### src/rtl/axis_ddr3_writer_pkg.sv
`default_nettype none
// ============================================================================
// Package   : axis_ddr3_writer_pkg
// Purpose   : Shared AXI encodings and writer FSM state type for the
//             axis_ddr3_writer stream-to-AXI burst packer.
// Revision  : 1.0 - initial release
// ============================================================================
package axis_ddr3_writer_pkg;

    localparam logic [1:0] AXI_BURST_INCR = 2'b01;
    localparam logic [1:0] AXI_RESP_OKAY  = 2'b00;

    typedef enum logic [1:0] {
        ST_IDLE  = 2'd0,
        ST_FILL  = 2'd1,
        ST_SEND  = 2'd2,
        ST_DRAIN = 2'd3
    } wr_state_t;

endpackage
`default_nettype wire

### src/rtl/axis_ddr3_writer_sync_fifo.sv
`default_nettype none
// ============================================================================
// Module    : sync_fifo
// Purpose   : Single-clock first-word-fall-through FIFO. rd_data_o always
//             shows the head entry while empty_o is low. DEPTH must be a
//             power of two.
// Revision  : 1.0 - initial release
// ============================================================================
module sync_fifo #(
    parameter int DW    = 33,
    parameter int DEPTH = 8
) (
    input  logic          clock,
    input  logic          reset,
    input  logic          wr_en_i,
    input  logic [DW-1:0] wr_data_i,
    input  logic          rd_en_i,
    output logic [DW-1:0] rd_data_o,
    output logic          full_o,
    output logic          empty_o
);

    localparam int PW = $clog2(DEPTH);

    logic [DW-1:0] mem_q [DEPTH];
    logic [DW-1:0] mem_d [DEPTH];
    logic [PW:0]   wr_ptr_q, wr_ptr_d;
    logic [PW:0]   rd_ptr_q, rd_ptr_d;
    logic          do_wr;
    logic          do_rd;

    // Pointers carry one extra wrap bit so full and empty are distinguishable.
    assign empty_o   = (wr_ptr_q == rd_ptr_q);
    assign full_o    = (wr_ptr_q[PW] != rd_ptr_q[PW]) &&
                       (wr_ptr_q[PW-1:0] == rd_ptr_q[PW-1:0]);
    assign rd_data_o = mem_q[rd_ptr_q[PW-1:0]];

    // Next-state for storage and pointers; overflow/underflow requests are dropped.
    always_comb begin
        do_wr    = wr_en_i & ~full_o;
        do_rd    = rd_en_i & ~empty_o;
        mem_d    = mem_q;
        wr_ptr_d = wr_ptr_q;
        rd_ptr_d = rd_ptr_q;
        if (do_wr) begin
            mem_d[wr_ptr_q[PW-1:0]] = wr_data_i;
            wr_ptr_d                = wr_ptr_q + 1'b1;
        end
        if (do_rd) begin
            rd_ptr_d = rd_ptr_q + 1'b1;
        end
    end

    // Storage needs no reset; only the pointers are flushed.
    always_ff @(posedge clock) begin
        mem_q <= mem_d;
    end

    // Pointer registers.
    always_ff @(posedge clock) begin
        if (reset) begin
            wr_ptr_q <= '0;
            rd_ptr_q <= '0;
        end else begin
            wr_ptr_q <= wr_ptr_d;
            rd_ptr_q <= rd_ptr_d;
        end
    end

endmodule
`default_nettype wire

### src/rtl/axis_ddr3_writer.sv
`default_nettype none
// ============================================================================
// Module    : axis_ddr3_writer
// Purpose   : Packs a valid/ready/last 32-bit stream into AXI4 INCR write
//             bursts of up to MAX_BEATS beats, issues them to the DDR3
//             controller's AW/W ports, tracks B responses and reports
//             completion and any error response.
// Revision  : 1.0 - initial release
// ============================================================================
module axis_ddr3_writer
    import axis_ddr3_writer_pkg::*;
#(
    parameter int WIDTH     = 32,
    parameter int ADDRS     = 27,
    parameter int REQID     = 4,
    parameter int WR_ID     = 0,
    parameter int MAX_BEATS = 4,
    parameter int MAX_OUTST = 2
) (
    input  logic               clock,
    input  logic               reset,
    // control
    input  logic               cfg_start_i,
    input  logic [ADDRS-1:0]   cfg_addr_i,
    output logic               busy_o,
    output logic               done_o,
    output logic               error_o,
    // stream in
    input  logic               s_valid_i,
    output logic               s_ready_o,
    input  logic               s_last_i,
    input  logic [WIDTH-1:0]   s_data_i,
    // AXI write address
    output logic               axi_awvalid_o,
    input  logic               axi_awready_i,
    output logic [ADDRS-1:0]   axi_awaddr_o,
    output logic [REQID-1:0]   axi_awid_o,
    output logic [7:0]         axi_awlen_o,
    output logic [1:0]         axi_awburst_o,
    // AXI write data
    output logic               axi_wvalid_o,
    input  logic               axi_wready_i,
    output logic               axi_wlast_o,
    output logic [WIDTH/8-1:0] axi_wstrb_o,
    output logic [WIDTH-1:0]   axi_wdata_o,
    // AXI write response
    input  logic               axi_bvalid_i,
    output logic               axi_bready_o,
    input  logic [1:0]         axi_bresp_i,
    input  logic [REQID-1:0]   axi_bid_i
);

    localparam int BCW        = $clog2(MAX_BEATS + 1);
    localparam int OCW        = $clog2(MAX_OUTST + 1);
    localparam int LQ_DEPTH   = MAX_OUTST + 1;
    localparam int LQ_PW      = $clog2(LQ_DEPTH);
    localparam int LQ_SLOTS   = 1 << LQ_PW;
    localparam int FIFO_DEPTH = 2 * MAX_BEATS;
    localparam int BYTE_SH    = $clog2(WIDTH / 8);

    localparam logic [BCW-1:0]   BEATS_FULL = BCW'(MAX_BEATS);
    localparam logic [BCW-1:0]   ONE_BEAT   = BCW'(1);
    localparam logic [OCW-1:0]   OUTST_MAX  = OCW'(MAX_OUTST);
    localparam logic [LQ_PW-1:0] LQ_LAST    = LQ_PW'(LQ_DEPTH - 1);

    // ------------------------------------------------------------------
    // State
    // ------------------------------------------------------------------
    wr_state_t         state_q, state_d;
    logic              busy_q, busy_d;
    logic              done_q, done_d;
    logic              error_q, error_d;
    logic              last_seen_q, last_seen_d;
    logic [ADDRS-1:0]  addr_q, addr_d;
    logic [BCW-1:0]    beat_cnt_q, beat_cnt_d;
    logic [OCW-1:0]    outst_q, outst_d;

    // Length queue: one entry per cut burst (beat count + holds-s_last flag).
    // Storage is rounded up to a power of two; pointers wrap at LQ_DEPTH.
    logic [BCW-1:0]    lq_len_q [LQ_SLOTS];
    logic [BCW-1:0]    lq_len_d [LQ_SLOTS];
    logic [LQ_SLOTS-1:0] lq_last_q, lq_last_d;
    logic [LQ_PW-1:0]  lq_wr_q, lq_wr_d;
    logic [LQ_PW-1:0]  lq_rd_q, lq_rd_d;
    logic [LQ_PW:0]    lq_cnt_q, lq_cnt_d;

    // AXI output registers and per-burst progress.
    logic              awvalid_q, awvalid_d;
    logic [ADDRS-1:0]  awaddr_q, awaddr_d;
    logic [7:0]        awlen_q, awlen_d;
    logic              wvalid_q, wvalid_d;
    logic              wlast_q, wlast_d;
    logic [WIDTH-1:0]  wdata_q, wdata_d;
    logic              bready_q, bready_d;
    logic              aw_done_q, aw_done_d;
    logic              w_done_q, w_done_d;
    logic [BCW-1:0]    w_cnt_q, w_cnt_d;

    // ------------------------------------------------------------------
    // Combinational helpers
    // ------------------------------------------------------------------
    logic              start_accept;
    logic              beat_wr;
    logic              cut_push;
    logic [BCW-1:0]    cut_len;
    logic              lq_pop;
    logic              burst_done;
    logic              aw_hs, w_hs, b_hs, b_take;
    logic [BCW-1:0]    head_len;
    logic              head_last;
    logic              fifo_rd_en;
    logic              fifo_full, fifo_empty;
    logic [WIDTH:0]    fifo_rd_data;
    logic              unused_inputs;

    assign start_accept = (state_q == ST_IDLE) & cfg_start_i;
    assign s_ready_o    = busy_q & ~fifo_full & ~last_seen_q;
    assign beat_wr      = s_valid_i & s_ready_o;
    assign head_len     = lq_len_q[lq_rd_q];
    assign head_last    = lq_last_q[lq_rd_q];
    assign aw_hs        = awvalid_q & axi_awready_i;
    assign w_hs         = wvalid_q & axi_wready_i;
    assign b_hs         = axi_bvalid_i & bready_q;
    // A response with nothing outstanding (left over from before a reset) is dropped.
    assign b_take       = b_hs & (outst_q != '0);
    assign unused_inputs = ^{axi_bid_i, cfg_addr_i[3:0]};

    // Beat data and its last flag travel together through the FWFT FIFO.
    sync_fifo #(
        .DW    (WIDTH + 1),
        .DEPTH (FIFO_DEPTH)
    ) u_data_fifo (
        .clock     (clock),
        .reset     (reset),
        .wr_en_i   (beat_wr),
        .wr_data_i ({s_last_i, s_data_i}),
        .rd_en_i   (fifo_rd_en),
        .rd_data_o (fifo_rd_data),
        .full_o    (fifo_full),
        .empty_o   (fifo_empty)
    );

    // Burst cutting: count accepted beats and cut at MAX_BEATS or at s_last.
    always_comb begin
        beat_cnt_d  = beat_cnt_q;
        last_seen_d = last_seen_q;
        cut_push    = 1'b0;
        cut_len     = beat_cnt_q + ONE_BEAT;
        if (start_accept) begin
            beat_cnt_d  = '0;
            last_seen_d = 1'b0;
        end else if (beat_wr) begin
            if (s_last_i || (cut_len == BEATS_FULL)) begin
                cut_push   = 1'b1;
                beat_cnt_d = '0;
            end else begin
                beat_cnt_d = cut_len;
            end
            if (s_last_i) begin
                last_seen_d = 1'b1;
            end
        end
    end

    // Length queue push on a cut, pop when a burst completes on AXI.
    always_comb begin
        lq_len_d  = lq_len_q;
        lq_last_d = lq_last_q;
        lq_wr_d   = lq_wr_q;
        lq_rd_d   = lq_rd_q;
        lq_cnt_d  = lq_cnt_q;
        if (cut_push) begin
            lq_len_d[lq_wr_q]  = cut_len;
            lq_last_d[lq_wr_q] = s_last_i;
            lq_wr_d            = (lq_wr_q == LQ_LAST) ? '0 : lq_wr_q + 1'b1;
        end
        if (lq_pop) begin
            lq_rd_d = (lq_rd_q == LQ_LAST) ? '0 : lq_rd_q + 1'b1;
        end
        case ({cut_push, lq_pop})
            2'b10:   lq_cnt_d = lq_cnt_q + 1'b1;
            2'b01:   lq_cnt_d = lq_cnt_q - 1'b1;
            default: lq_cnt_d = lq_cnt_q;
        endcase
    end

    // Writer FSM: next state, AXI channel registers, address and outstanding count.
    always_comb begin
        state_d    = state_q;
        busy_d     = busy_q;
        error_d    = error_q;
        addr_d     = addr_q;
        outst_d    = outst_q;
        awvalid_d  = awvalid_q;
        awaddr_d   = awaddr_q;
        awlen_d    = awlen_q;
        wvalid_d   = wvalid_q;
        wlast_d    = wlast_q;
        wdata_d    = wdata_q;
        bready_d   = 1'b1;
        aw_done_d  = aw_done_q;
        w_done_d   = w_done_q;
        w_cnt_d    = w_cnt_q;
        lq_pop     = 1'b0;
        fifo_rd_en = 1'b0;
        burst_done = 1'b0;
        done_d     = 1'b0;

        case (state_q)
            ST_IDLE: begin
                if (cfg_start_i) begin
                    state_d = ST_FILL;
                    busy_d  = 1'b1;
                    error_d = 1'b0;
                    addr_d  = {cfg_addr_i[ADDRS-1:4], 4'h0};
                end
            end
            ST_FILL: begin
                // A queued length means all of that burst's beats are already buffered.
                if ((lq_cnt_q != '0) && !fifo_empty && (outst_q < OUTST_MAX)) begin
                    state_d    = ST_SEND;
                    awvalid_d  = 1'b1;
                    awaddr_d   = addr_q;
                    awlen_d    = 8'(head_len) - 8'd1;
                    wvalid_d   = 1'b1;
                    wdata_d    = fifo_rd_data[WIDTH-1:0];
                    wlast_d    = fifo_rd_data[WIDTH] | (head_len == ONE_BEAT);
                    fifo_rd_en = 1'b1;
                    w_cnt_d    = ONE_BEAT;
                    aw_done_d  = 1'b0;
                    w_done_d   = 1'b0;
                end
            end
            ST_SEND: begin
                if (aw_hs) begin
                    awvalid_d = 1'b0;
                    aw_done_d = 1'b1;
                end
                if (w_hs) begin
                    if (wlast_q) begin
                        wvalid_d = 1'b0;
                        wlast_d  = 1'b0;
                        w_done_d = 1'b1;
                    end else begin
                        wdata_d    = fifo_rd_data[WIDTH-1:0];
                        wlast_d    = fifo_rd_data[WIDTH] | ((w_cnt_q + ONE_BEAT) == head_len);
                        w_cnt_d    = w_cnt_q + ONE_BEAT;
                        fifo_rd_en = 1'b1;
                    end
                end
                if ((aw_done_q | aw_hs) && (w_done_q | (w_hs & wlast_q))) begin
                    burst_done = 1'b1;
                    lq_pop     = 1'b1;
                    addr_d     = addr_q + (ADDRS'(head_len) << BYTE_SH);
                    aw_done_d  = 1'b0;
                    w_done_d   = 1'b0;
                    state_d    = head_last ? ST_DRAIN : ST_FILL;
                end
            end
            ST_DRAIN: begin
                if (outst_q == '0) begin
                    state_d = ST_IDLE;
                    busy_d  = 1'b0;
                end
            end
            default: begin
                state_d = ST_IDLE;
                busy_d  = 1'b0;
            end
        endcase

        if (burst_done && !b_take) begin
            outst_d = outst_q + 1'b1;
        end else if (!burst_done && b_take) begin
            outst_d = outst_q - 1'b1;
        end

        if (b_hs && busy_q && (axi_bresp_i != AXI_RESP_OKAY)) begin
            error_d = 1'b1;
        end

        // Registered done lands in the cycle DRAIN sees zero outstanding,
        // so busy falls one cycle after the pulse.
        done_d = (state_d == ST_DRAIN) && (outst_d == '0);
    end

    // State and datapath registers.
    always_ff @(posedge clock) begin
        if (reset) begin
            state_q     <= ST_IDLE;
            busy_q      <= 1'b0;
            done_q      <= 1'b0;
            error_q     <= 1'b0;
            last_seen_q <= 1'b0;
            addr_q      <= '0;
            beat_cnt_q  <= '0;
            outst_q     <= '0;
            lq_len_q    <= '{default: '0};
            lq_last_q   <= '0;
            lq_wr_q     <= '0;
            lq_rd_q     <= '0;
            lq_cnt_q    <= '0;
            awvalid_q   <= 1'b0;
            awaddr_q    <= '0;
            awlen_q     <= '0;
            wvalid_q    <= 1'b0;
            wlast_q     <= 1'b0;
            wdata_q     <= '0;
            bready_q    <= 1'b0;
            aw_done_q   <= 1'b0;
            w_done_q    <= 1'b0;
            w_cnt_q     <= '0;
        end else begin
            state_q     <= state_d;
            busy_q      <= busy_d;
            done_q      <= done_d;
            error_q     <= error_d;
            last_seen_q <= last_seen_d;
            addr_q      <= addr_d;
            beat_cnt_q  <= beat_cnt_d;
            outst_q     <= outst_d;
            lq_len_q    <= lq_len_d;
            lq_last_q   <= lq_last_d;
            lq_wr_q     <= lq_wr_d;
            lq_rd_q     <= lq_rd_d;
            lq_cnt_q    <= lq_cnt_d;
            awvalid_q   <= awvalid_d;
            awaddr_q    <= awaddr_d;
            awlen_q     <= awlen_d;
            wvalid_q    <= wvalid_d;
            wlast_q     <= wlast_d;
            wdata_q     <= wdata_d;
            bready_q    <= bready_d;
            aw_done_q   <= aw_done_d;
            w_done_q    <= w_done_d;
            w_cnt_q     <= w_cnt_d;
        end
    end

    assign busy_o        = busy_q;
    assign done_o        = done_q;
    assign error_o       = error_q;
    assign axi_awvalid_o = awvalid_q;
    assign axi_awaddr_o  = awaddr_q;
    assign axi_awid_o    = REQID'(WR_ID);
    assign axi_awlen_o   = awlen_q;
    assign axi_awburst_o = AXI_BURST_INCR;
    assign axi_wvalid_o  = wvalid_q;
    assign axi_wlast_o   = wlast_q;
    assign axi_wstrb_o   = '1;
    assign axi_wdata_o   = wdata_q;
    assign axi_bready_o  = bready_q;

endmodule
`default_nettype wire
### config.mk
export PLATFORM = sky130hd
export DESIGN_NAME = axis_ddr3_writer
export DESIGN_NICKNAME = d
export VERILOG_FILES = /design/src/rtl/axis_ddr3_writer_pkg.sv /design/src/rtl/axis_ddr3_writer_sync_fifo.sv /design/src/rtl/axis_ddr3_writer.sv
export SDC_FILE = /design/constraint.sdc
export NUM_CORES = 1
export LEC_CHECK = 0
export CORE_MARGIN = 8
export CORE_UTILIZATION = 41
export CTS_CLUSTER_SIZE = 20
export DETAILED_ROUTE_END_ITERATION = 6
export GPL_TIMING_DRIVEN = 0
export SLEW_MARGIN = 20
export SYNTH_ARGS = -nofsm -noshare
export SYNTH_HDL_FRONTEND = slang
export SYNTH_SLANG_ARGS = --single-unit
### constraint.sdc
create_clock -name clock -period 11.1 [get_ports clock]
set_input_delay 1.665 -clock clock [delete_from_list [all_inputs] [get_ports clock]]
set_output_delay 1.665 -clock clock [all_outputs]
set_load 0.02 [all_outputs]
==> results of run 1 <==
[state kept, by name (all words and copies together) (netlist names), 3 cells and up]
name	cells
lq_last_q	4
u_data_fifo.rd_ptr_q	4
w_cnt_q	3
axi_awlen_o	4
addr_q	25
u_data_fifo.mem_q	264
u_data_fifo.wr_ptr_q	4
axi_wdata_o	32
lq_cnt_q	3
beat_cnt_q	3
axi_awaddr_o	25
lq_len_q	12
[path summary, 6_finish.rpt]
| kind | slack (ps) | depth (start not counted) | startpoint | to |
|---|---|---|---|---|
| worst max-delay path | 6900 | 4 | u_data_fifo.rd_ptr_q[0]$_SDFFE_PP0P_ | s_ready_o |
| worst min-delay path | 450 | 2 | axi_awaddr_o[18]$_SDFFE_PP0P_ | axi_awaddr_o[18]$_SDFFE_PP0P_ |
| worst max register to register | 7610 | 9 | u_data_fifo.rd_ptr_q[0]$_SDFFE_PP0P_ | u_data_fifo.mem_q[218]$_DFFE_PP_ |
| worst min register to register | 450 | 2 | axi_awaddr_o[18]$_SDFFE_PP0P_ | axi_awaddr_o[18]$_SDFFE_PP0P_ |
[critical path, stage by stage (launching register included)]
cell	delay, ps
dfxtp_1	320
buf_2	230
xnor2_1	150
a41oi_2	510
clkdlybuf4s50_1	740
[power by group]
group / leakage, nW / internal, mW / total, mW / switching (mW)
combinational: 2.56 / 0.310 / 0.805 / 0.495
sequential: 3.49 / 1.70 / 1.79 / 0.0914
clock: 0.718 / 0.876 / 1.48 / 0.606
[synth_stat cells, drive strengths merged (6+ instances only)]
cell      n
a211oi   46
a21o      6
a21oi   110
and2      7
and3      6
buf      43
clkbuf   44
dfxtp   137
edfxtp  264
ha       16
inv      28
mux2i    55
mux4     68
nand2    91
nand3    22
nand4    10
nor2     55
nor2b    15
nor3     15
nor4      6
o21ai    30
o22ai     7
o31ai     6
xnor2     8
xor2      8
[per-stage QoR]
step / setup WS [ps] / area [µm²] / util / power [mW]
floorplan: 4970 / 16600 / - / 2.29
global placement: 823 / 18700 / 0.468 / 2.61
detailed placement: 6590 / 19000 / 0.478 / 2.62
CTS: 6850 / 20500 / 0.515 / 4.11
global route: 6730 / 20500 / 0.515 / 4.25
finish: 6900 / 20500 / 0.515 / 4.08
[cells by family (layout without fill, tap and decap cells)]
family | after synthesis | count (layout) | share of synthesized area
mux | 123 | 123 | 0.125
other cells | 2 | 15 | 0.000452
fa+ha+maj | 19 | 19 | 0.0151
simple gates | 258 | 258 | 0.0757
xor+xnor | 16 | 16 | 0.00844
flops | 401 | 401 | 0.643
buf+inv | 115 | 376 | 0.0332
compound gates | 244 | 244 | 0.0991
[final cells by class]
| cell class | instances | area [µm²] |
|---|---|---|
| Antenna cell | 3 | 7.51 |
| Clock inverter | 26 | 312 |
| Timing Repair Buffer | 180 | 1690 |
| Fill cell | 3472 | 19300 |
| Clock buffer | 55 | 1170 |
| Tap cell | 525 | 657 |
| Multi-Input combinational cell | 672 | 5460 |
| Inverter | 28 | 105 |
| Buffer | 87 | 447 |
| Sequential cell | 401 | 10700 |
[per-layer routing]
layer	track usage	routed length [µm]	vias to the layer above
met2	0.297	20700	325
met1	0.245	19100	5477
met4	0.0471	784	2
met3	0.0399	2890	64
met5	0	13	-
li1	-	-	4971
==> results.py, run 1 <==
metrics = {
    "drt": {
        "via_count": 10800,
        "drc": 0,
        "ant_nets": 0,
        "drtIter0Drc": 899,
        "wirelength_um": 43500,
        "routed_wire_length_per_instance_um": 22.0,
        "viasPerCell": 5.48,
        "first_pass_iters": 5,
    },
    "grt": {
        "grt_max_degree": 22,
        "grt_usage": 0.182,
        "grt_pass1_vias": 10900,
        "grt_pass1_wl_um": 66600,
        "antenna_found_initial": 5,
        "grt_remaining_overflow": 0,
    },
    "timing": {
        "fmax_mhz": 238,
        "final.setup.tns_ps": 0,
        "finalHoldViolations": 0,
        "clock_skew_ps": 38.6,
        "period_needed_ps": 4200,
        "final-max-slew-violation-count": 0,
        "worst_pin_slew_ps": 1010,
        "whs_ps": 453,
        "fin_crit_sh": 0.378,
        "setup-violations-final": 0,
        "slew_headroom": 0.329,
        "rsz0062_at_grt": "false",
    },
    "synthesis": {
        "synth_cell_type_count": 70,
        "yosysWarnings": 0,
        "synth_top_area_frac": 0.477,
        "synth_top_flop_cell": "edfxtp_1",
        "netlist_top_cells_area": "edfxtp_1 48%, dfxtp_1 17%, mux4_2 9.2%, mux2i_1 3.3%, a21oi_1 3.3%",
        "synth_seq_cells": 401,
        "synth-edff-count": 264,
        "synth.yosys.seq_area_share": 0.643,
        "netlist_instances": 1178,
        "avgSynthCellArea_um2": 14.1,
        "synth_area_leader_cell": "edfxtp_1",
        "netlist_area_um2": 16600,
        "synthArstFlopShare": 0,
    },
    "place": {
        "place_hpwl_um": 30400,
        "portBuffers": 135,
        "place_inst": 1893,
        "gp_congestion": 0.873,
    },
    "clock_network": {
        "cts_made_buffers": 44,
        "clock_path_buffers": 3,
        "cts-root-buf": "clkbuf_16",
        "cts_tree": "yes",
        "clock_sinks": 401,
        "insertion_delay_ps": 590,
        "post-cts-setup-buffers": 0,
        "path_clk_slew_ps": 60,
        "htree_levels": 2,
        "cts_resized": 0,
        "postCtsHoldBufs": 0,
    },
    "critical_path": {
        "worstSetupStartpointType": "flop",
        "path_max_fanout": 10,
        "cp_data_arrival_time_ps": 2530,
        "worst_setup_path_end_kind": "primary output",
        "criticalPathCategory": "reg -> out",
        "crit_required_ps": 9440,
    },
    "floorplan": {
        "die_w_um": 217,
        "die-area_um2": 47200,
        "die_y_um": 217,
        "std_cell_rows": 73,
        "num_io_pins": 158,
        "start_util": 0.417,
        "fp.coreArea_um2": 39800,
    },
    "cells_and_area": {
        "finalNetCount": 1505,
        "final_common_cell": "edfxtp_1",
        "fin_cells": 1977,
        "areaGrowthSynthToFinish_pct": 23.6,
        "layout_common_cells": "264 x edfxtp_1, 137 x dfxtp_1, 135 x clkdlybuf4s50_1",
        "final_layout_size_suffix_gt1_frac": 0.180,
    },
    "power": {
        "p_leak_nw": 6.77,
        "power_density_nw_per_um2": 199,
        "vdd_ir_drop_max_mv": 0.147,
    },
    "run_status": {
        "outcome": "finished, final reports clean",
    },
    "worst_hold_path": {
        "hold_path.class": "reg -> reg",
    },
    "flow_run": {
        "maxCapViolCount": 0,
    },
}
Power figures use the tool's default switching activity.
==> inputs of run 2 (changes only) <==
==> constraint.sdc (replaced) <==
create_clock -name clock -period 4 [get_ports clock]
set_input_delay 0.6 -clock clock [delete_from_list [all_inputs] [get_ports clock]]
set_output_delay 0.6 -clock clock [all_outputs]
set_load 0.02 [all_outputs]
==> run 2 against run 1 <==
  * Clock skew down 24 ps
  * Non-clock buffer count decreased by 11
  * Highest routed layer unchanged
  * Hold slack got worse by 0.67 ps
  * Clock power increased to 2.8 times the previous value
  * Total power grew to 2.8 times the previous value
  * Core utilization is essentially flat
  * First-iteration DRC count shrank 3.3%
  * Die area is the same
  * Routed wire length increased by 0.53%
  * Sequential cell count stayed put
  * Global-route usage is 0.18 points higher
  * Final cell count is 0.66% lower
==> results.py, run 2 (synthesis results as in run 1) <==
metrics = {
    "run_status": {
        "outcome": "finished, final reports clean",
    },
    "drt": {
        "drtIter0Drc": 869,
        "ant_nets": 0,
        "via_count": 10800,
        "drc": 0,
        "viasPerCell": 5.49,
        "first_pass_iters": 5,
        "routed_wire_length_per_instance_um": 22.3,
        "wirelength_um": 43700,
    },
    "grt": {
        "grt_usage": 0.184,
        "grt_pass1_vias": 10900,
        "grt_max_degree": 19,
        "antenna_found_initial": 2,
        "grt_remaining_overflow": 0,
        "grt_pass1_wl_um": 67000,
    },
    "cells_and_area": {
        "final_common_cell": "edfxtp_1",
        "largest_register_ffs": 264,
        "areaGrowthSynthToFinish_pct": 23.6,
        "n_antenna_cell": 0,
        "layout_common_cells": "264 x edfxtp_1, 137 x dfxtp_1, 135 x clkdlybuf4s50_1",
        "finalNetCount": 1494,
        "final_layout_size_suffix_gt1_frac": 0.174,
        "fin_cells": 1964,
        "nFillCells": 3451,
        "top_register": "u_data_fifo.mem_q",
    },
    "timing": {
        "final-max-slew-violation-count": 0,
        "clock_skew_ps": 14.8,
        "fmax_mhz": 314,
        "finalHoldViolations": 0,
        "setup-violations-final": 0,
        "worst_pin_slew_ps": 984,
        "period_needed_ps": 3190,
        "slew_headroom": 0.344,
        "rsz0062_at_grt": "false",
        "fin_crit_sh": 0.797,
        "final.setup.tns_ps": 0,
    },
    "clock_network": {
        "post-cts-setup-buffers": 0,
        "path_clk_slew_ps": 60,
        "cts_resized": 0,
        "cts_made_buffers": 44,
        "postCtsHoldBufs": 0,
        "clock_sinks": 401,
        "cts-root-buf": "clkbuf_16",
        "cts_tree": "yes",
        "clock_path_buffers": 3,
        "insertion_delay_ps": 580,
        "htree_levels": 2,
    },
    "place": {
        "gp_congestion": 0.907,
        "portBuffers": 135,
        "place_hpwl_um": 30400,
        "place_inst": 1882,
    },
    "critical_path": {
        "regToRegSetupSlack_ps": 810,
        "path_max_fanout": 10,
        "criticalPathCategory": "reg -> reg",
        "worstSetupStartpointType": "flop",
        "cp_data_arrival_time_ps": 3480,
        "worst_setup_path_end_kind": "flop",
        "crit_required_ps": 4290,
    },
    "floorplan": {
        "std_cell_rows": 73,
        "die-area_um2": 47200,
        "die_y_um": 217,
        "fp.coreArea_um2": 39800,
        "die_w_um": 217,
        "num_io_pins": 158,
        "start_util": 0.417,
    },
    "power": {
        "power_density_nw_per_um2": 550,
        "p_leak_nw": 6.73,
        "vdd_ir_drop_max_mv": 0.590,
    },
    "worst_hold_path": {
        "hold_path.class": "reg -> reg",
    },
    "flow_run": {
        "maxCapViolCount": 0,
    },
}
==> run 2: changes by cell type in the layout (fill, tap and decap cells not counted), moves of 3 or more <==
cell,before,now
buf_2,32,18
buf_6,9,18
diode_2,3,0
buf_4,44,36
clkbuf_8,1,4
clkinv_2,6,10
==> run 2: where the power goes <==
part | leakage, nW | internal (mW) | switching (mW) | total, mW
clock network | 0.720 | 2.41 | 1.67 | 4.08
logic | 2.52 | 0.862 | 1.38 | 2.24
registers | 3.49 | 4.72 | 0.247 | 4.97
total | 6.73 | 7.99 | 3.30 | 11.3
==> run 2: final timing paths <==
check,from,end,cells after the start
min reg2reg,beat_cnt_q[2]$_SDFFE_PP0N_,beat_cnt_q[2]$_SDFFE_PP0N_,2
max,u_data_fifo.rd_ptr_q[0]$_SDFFE_PP0P_,u_data_fifo.mem_q[157]$_DFFE_PP_,10
max reg2reg,u_data_fifo.rd_ptr_q[0]$_SDFFE_PP0P_,u_data_fifo.mem_q[157]$_DFFE_PP_,10
min,beat_cnt_q[2]$_SDFFE_PP0N_,beat_cnt_q[2]$_SDFFE_PP0N_,2
==> run 2: routing by layer <==
layer / track usage / routed length (µm)
met1: 0.244 / 19000
met2: 0.301 / 21000
met3: 0.0380 / 2710
met4: 0.0613 / 1020
met5: 0 / 31
==> run 2: worst max-delay path, cell delays in order (launching register included) <==
cell,delay [ps]
dfxtp_1,330
buf_2,250
xnor2_1,150
a41oi_2,510
and2_1,200
buf_2,180
nand2_1,150
nor3b_2,610
buf_6,220
buf_6,160
buf_6,150
==> run 2: stage by stage <==
step	hold WS, ps	setup slack [ps]	instance area (µm²)	utilization	power, mW
finish	452	811	20500	0.515	11.3
global route	471	597	20500	0.515	11.8
CTS	455	783	20500	0.515	11.4
detailed placement	447	538	19100	0.479	7.28
global placement	441	-3570	18700	0.469	7.23
floorplan	428	-489	16700	-	6.36
==> run 2: cell type report <==
class	instances	area (µm²)	share of cell area
Sequential cell	401	10700	0.520
Multi-Input combinational cell	672	5490	0.267
Timing Repair Buffer	169	1700	0.0827
Clock buffer	60	1220	0.0596
Tap cell	525	657	0.0320
Buffer	87	447	0.0218
Clock inverter	22	239	0.0116
Inverter	28	105	0.00512
